--- src/rtl/updown_counter_bank.sv ---
// Bank of independent up/down counters with synchronous load, wrap or saturate
// boundary handling, a one-cycle terminal-count pulse and a sticky overflow flag.
module updown_counter_bank #(
    parameter int WIDTH    = 5,
    parameter int CHANNELS = 2,
    parameter int SATURATE = 0
) (
    input  logic                      clk0,
    input  logic                      reset,
    input  logic [CHANNELS-1:0]       en,
    input  logic [CHANNELS-1:0]       dir,
    input  logic [CHANNELS-1:0]       load,
    input  logic [CHANNELS*WIDTH-1:0] load_val,
    input  logic [CHANNELS-1:0]       clr_ovf,
    output logic [CHANNELS*WIDTH-1:0] count,
    output logic [CHANNELS-1:0]       tc,
    output logic [CHANNELS-1:0]       ovf
);

    localparam logic             SAT_MODE = (SATURATE != 0);
    localparam logic [WIDTH-1:0] MAX_VAL  = {WIDTH{1'b1}};
    localparam logic [WIDTH-1:0] MIN_VAL  = {WIDTH{1'b0}};
    localparam logic [WIDTH-1:0] ONE      = {{(WIDTH-1){1'b0}}, 1'b1};

    logic [CHANNELS-1:0][WIDTH-1:0] count_q, count_d;
    logic [CHANNELS-1:0]            tc_q, tc_d;
    logic [CHANNELS-1:0]            ovf_q, ovf_d;

    // Next-state for every channel: load beats enable; a step at the boundary flags tc/ovf.
    always_comb begin
        count_d = count_q;
        tc_d    = {CHANNELS{1'b0}};
        ovf_d   = ovf_q & ~clr_ovf;
        for (int i = 0; i < CHANNELS; i++) begin
            if (load[i]) begin
                count_d[i] = load_val[i*WIDTH +: WIDTH];
            end else if (en[i]) begin
                if (dir[i]) begin
                    if (count_q[i] == MAX_VAL) begin
                        count_d[i] = SAT_MODE ? MAX_VAL : MIN_VAL;
                        tc_d[i]    = 1'b1;
                        ovf_d[i]   = 1'b1;
                    end else begin
                        count_d[i] = count_q[i] + ONE;
                    end
                end else begin
                    if (count_q[i] == MIN_VAL) begin
                        count_d[i] = SAT_MODE ? MIN_VAL : MAX_VAL;
                        tc_d[i]    = 1'b1;
                        ovf_d[i]   = 1'b1;
                    end else begin
                        count_d[i] = count_q[i] - ONE;
                    end
                end
            end else begin
                count_d[i] = count_q[i];
            end
        end
    end

    // State registers with synchronous active-high reset.
    always_ff @(posedge clk0) begin
        if (reset) begin
            count_q <= '0;
            tc_q    <= {CHANNELS{1'b0}};
            ovf_q   <= {CHANNELS{1'b0}};
        end else begin
            count_q <= count_d;
            tc_q    <= tc_d;
            ovf_q   <= ovf_d;
        end
    end

    assign count = count_q;
    assign tc    = tc_q;
    assign ovf   = ovf_q;

endmodule
--- config.mk ---
export PLATFORM = sky130hd
export DESIGN_NAME = updown_counter_bank
export DESIGN_NICKNAME = d
export VERILOG_FILES = /design/src/rtl/updown_counter_bank.sv
export SDC_FILE = /design/constraint.sdc
export NUM_CORES = 1
export LEC_CHECK = 0
export ABC_AREA = 1
export CAP_MARGIN = 5
export CORE_UTILIZATION = 41
export DETAILED_ROUTE_END_ITERATION = 8
export PLACE_DENSITY = 0.87
export SLEW_MARGIN = 25
export SYNTH_ARGS = -nofsm -noshare
export SYNTH_HDL_FRONTEND = slang
export SYNTH_SLANG_ARGS = --single-unit
--- constraint.sdc ---
create_clock -name clk0 -period 1.4 [get_ports clk0]
set_input_delay 0.28 -clock clk0 [delete_from_list [all_inputs] [get_ports clk0]]
set_output_delay 0.28 -clock clk0 [all_outputs]
set_load 0.02 [all_outputs]
==> run summary <==
Derived from the worst setup path, the maximum achievable clock frequency is 689 MHz. The startpoint identified for the worst hold timing path is ovf[0]. The run gives 182 as the layout filler cell count. The path with the worst hold slack has its endpoint at ovf[0]. Dividing the detail-routed wire length by the instance count gives 14.0 um. On the final layout, the worst clock skew is 0.00279 ns. Counting every net in the synthesized netlist gives 180.

For this design the static power due to leakage is 0.786 nW. The number of pins with negative max-slew slack in the final report came out at 0. Clock latency on the worst-skew pair, taken at its later pin, is 0.29 ns. The first-pass detailed-route iteration total came out at 4.

The checks that failed: negative setup slack. The final standard cell utilization of the core is 0.694. For the number of global-route vias before repair, the log shows 1066. Across the VDD grid, the largest voltage drop is 0.000642 V. The multi-input combinational cells in the finished layout cover a total of 783 um^2. The clock period minus final worst setup slack came out at 1.45 ns. Classification of the worst-slack hold path: register to register. Setup violations remaining at the end of the flow were counted as 2. The share of post-route cells with drive strength above 1 came out at 0.333. The flow ran to the end, but the final reports show violations. Final hold analysis gives a worst-case slack of 0.486 ns. In the routed design, unresolved DRC markers number 0. The share of the clock period used by the worst path after layout is 1.04. The area growth from synthesis to layout is 60.5%. The sequential standard cell area was 292 um^2. Number of hold violations in the final report: 0. STA classifies the critical path startpoint as a register. The data arrival at the endpoint of the critical path was 1.68 ns; the post-place setup slack was -0.0734 ns. Number of distinct library cell variants in the gate-level netlist after synthesis: 28.

Broken down by cell family, the worst path's largest delay share belongs to simple AND/OR/NAND/NOR gates. The weighted congestion reported at the end of routability-driven placement was 0.893; the share of the yosys chip area belonging to registers was 0.264. The chip height works out to 52.9 um. The number of instances in the synthesized netlist was 153; the x dimension of the die was 52.9 um. The initial antenna violation count is 0.

After synthesis, the mean cell area works out to 6.93 um^2. The die area came out at 0.00280 mm^2. The detailed placer's ending HPWL is 2120 um. In this run, the number of DRC markers left after iteration 0 of detailed routing was 77. The number of instances on the worst hold path was 2.

The number of cells on the worst reg-to-reg path is 9. For the maximum number of buffers from clock root to sink, the log shows 2. The tools report the root buffer selected by CTS as clkbuf_4. The cell repeated most along the worst path is nand2_1.

The clock transition at the registers of the reported paths came out at 0.10 ns. The launching point of the worst reg2reg path is count[1]. The cts-stage hold buffer count was 0. The setup slack on the worst flop-to-flop path came out at -0.05 ns.

The logs give 1 for the H-tree level count and 3 for the number of CTS-inserted buffers. In this run the worst path has a maximum fanout of 4. Summing every instance area after synthesis gives 0.00106 mm^2. Setup repair after global routing could not meet its margin everywhere. The effective utilization at floorplan is 0.432. The endpoint of the worst-slack reg-to-reg timing path is count[2]. The critical path's largest stage delay was 0.37 ns; the synthesis-stage register bit count was 14.

Count of antenna-violating nets left after detailed routing: 0. The critical path is of the register to register type. Power spread over the standard cell area amounts to 740 mW/mm^2.

34 I/O pins were placed. The per-cell via count in the routed design is 5.37. The largest individual stage delay along the critical path comes from the cell dfxtp_2.

The logs give 9 for the maximum number of pins on one net before global-route repair and -0.0505 ns for the minimum setup slack in the final design. In the layout the commonest cells are nand2_1, buf_4, clkdlybuf4s50_1, inv_1, nand3_1. The first global-routing pass estimated 4670 um of wire. TritonCTS built the clock tree.

Counting both buffers and inverters, the worst setup path holds a total of 0. The floorplan step defined a core boundary enclosing 0.00245 mm^2. The number of max-cap violations came out at 0. Traced cell by cell, the critical path runs through ha_4 -> nand2_2 -> nor2_2 -> ha_2 -> nor2_4 -> nand2_1 -> o22ai_1 -> nand2_1 -> a21oi_2.

For the total of warnings raised by yosys, the log shows 0. The count of inserted antenna diode cells is 0, and the overall global routing resource usage is 0.227. CTS saw 14 sinks. At the pin with the least slew margin, the transition time is 0.302 ns. After floorplanning, the core was divided into 18 placement rows. The headroom to the max-slew limit came out at 0.798. Port buffering added 33 buffers. Summed over all layers, the global routing overflow is 0.

The library cell used most frequently in the layout, excluding fill and tap cells, is nand2_1. For this block, the routed nets add up to 3360 um of wire. STA puts the critical path data required time at 1.63 ns. STA classifies the critical path endpoint as a register. In the final design database the tool counted 238 nets.

The detailed router placed 1289 vias in this run.
worst reg2reg max path, stage by stage, from the launching register on:
cell and delay, ns:
dfxtp_2 0.37, ha_4 0.17, nand2_2 0.07, nor2_2 0.04
ha_2 0.19, nor2_4 0.12, nand2_1 0.07, o22ai_1 0.16
nand2_1 0.09, a21oi_2 0.12
how the worst max path moves through the flow:
stage	endpoint	from	depth (start not counted)
final	count[2]	count[1]	9
after global routing	count[2]	count[1]	9
after floorplan	count[8]	count[6]	9
after global placement	count[9]	count[5]	6
after CTS	count[2]	count[0]	9
after detailed placement	count[8]	count[5]	9
through the flow:
| step | total power, mW | instances | instance area (um^2) | TNS (ns) |
|---|---|---|---|---|
| CTS | 1.22 | 239 | 1650 | 0 |
| finish | 1.26 | 240 | 1700 | -0.0646 |
| global route | 1.33 | 240 | 1700 | -0.411 |
| global placement | 0.912 | 233 | 1560 | -0.111 |
| detailed placement | 0.922 | 233 | 1560 | -0.244 |
| floorplan | 0.721 | 153 | 1070 | 0 |
cells by family after synthesis:
| group | count (synthesis) | synth area share |
|---|---|---|
| buffers and inverters | 23 | 0.0967 |
| flip-flops | 14 | 0.264 |
| AND/OR/NAND/NOR | 84 | 0.400 |
| AO/OA/AOI/OAI | 23 | 0.140 |
| XOR/XNOR | 2 | 0.0165 |
| adder cells (fa/ha/maj) | 7 | 0.0825 |
routing by layer:
| metal | vias up | track usage | wire length [um] |
|---|---|---|---|
| met3 | 8 | 0.0460 | 215 |
| met5 | - | 0 | 0 |
| met4 | 0 | 0.0439 | 39 |
| met1 | 589 | 0.320 | 1380 |
| met2 | 69 | 0.354 | 1720 |
| li1 | 623 | - | - |
registers in the layout (all words and copies together), names as in the netlist:
register / flops
count: 10
tc: 2
ovf: 2
cell type report:
| class | instances | share of cell area |
|---|---|---|
| multi-input cells | 116 | 0.460 |
| repair buffers | 56 | 0.281 |
| flip-flops and latches | 14 | 0.171 |
| inverters | 20 | 0.0441 |
| well taps | 30 | 0.0220 |
| clock buffers | 4 | 0.0213 |
synth_stat cells:
library cell	instances	area share
nand2_1	41	0.15
inv_1	16	0.057
dfxtp_1	14	0.26
nand3_1	14	0.066
nor2_1	12	0.042
ha_1	7	0.083
a21oi_1	4	0.019
a31oi_1	4	0.024
inv_2	4	0.014
nor2_4	4	0.042
o22ai_1	4	0.024
a22oi_1	3	0.021
nand2_2	3	0.018
nor2_2	3	0.018
a21oi_2	2	0.017
buf_6	2	0.021
nand3_2	2	0.019
nand4_1	2	0.012
o21ai_0	2	0.0094
xnor2_1	2	0.017
buf_2	1	0.0047
nand4_2	1	0.012
nand4_4	1	0.020
o211ai_1	1	0.0071
o21ai_1	1	0.0047
o221ai_1	1	0.0083
o31ai_1	1	0.0071
or2_0	1	0.0059
timing repair:
item	CTS	global route
setup endpoints to repair	20	15
resized for setup	27	16
pin swaps	10	13
buffers inserted	2	1
where the power goes:
part,internal [mW],leakage (nW),switching (mW)
Sequential,0.425,0.117,0.0308
Combinational,0.231,0.647,0.266
Clock,0.158,0.0210,0.149
Total,0.814,0.786,0.445
No activity file was read; power rests on OpenSTA's default activity.
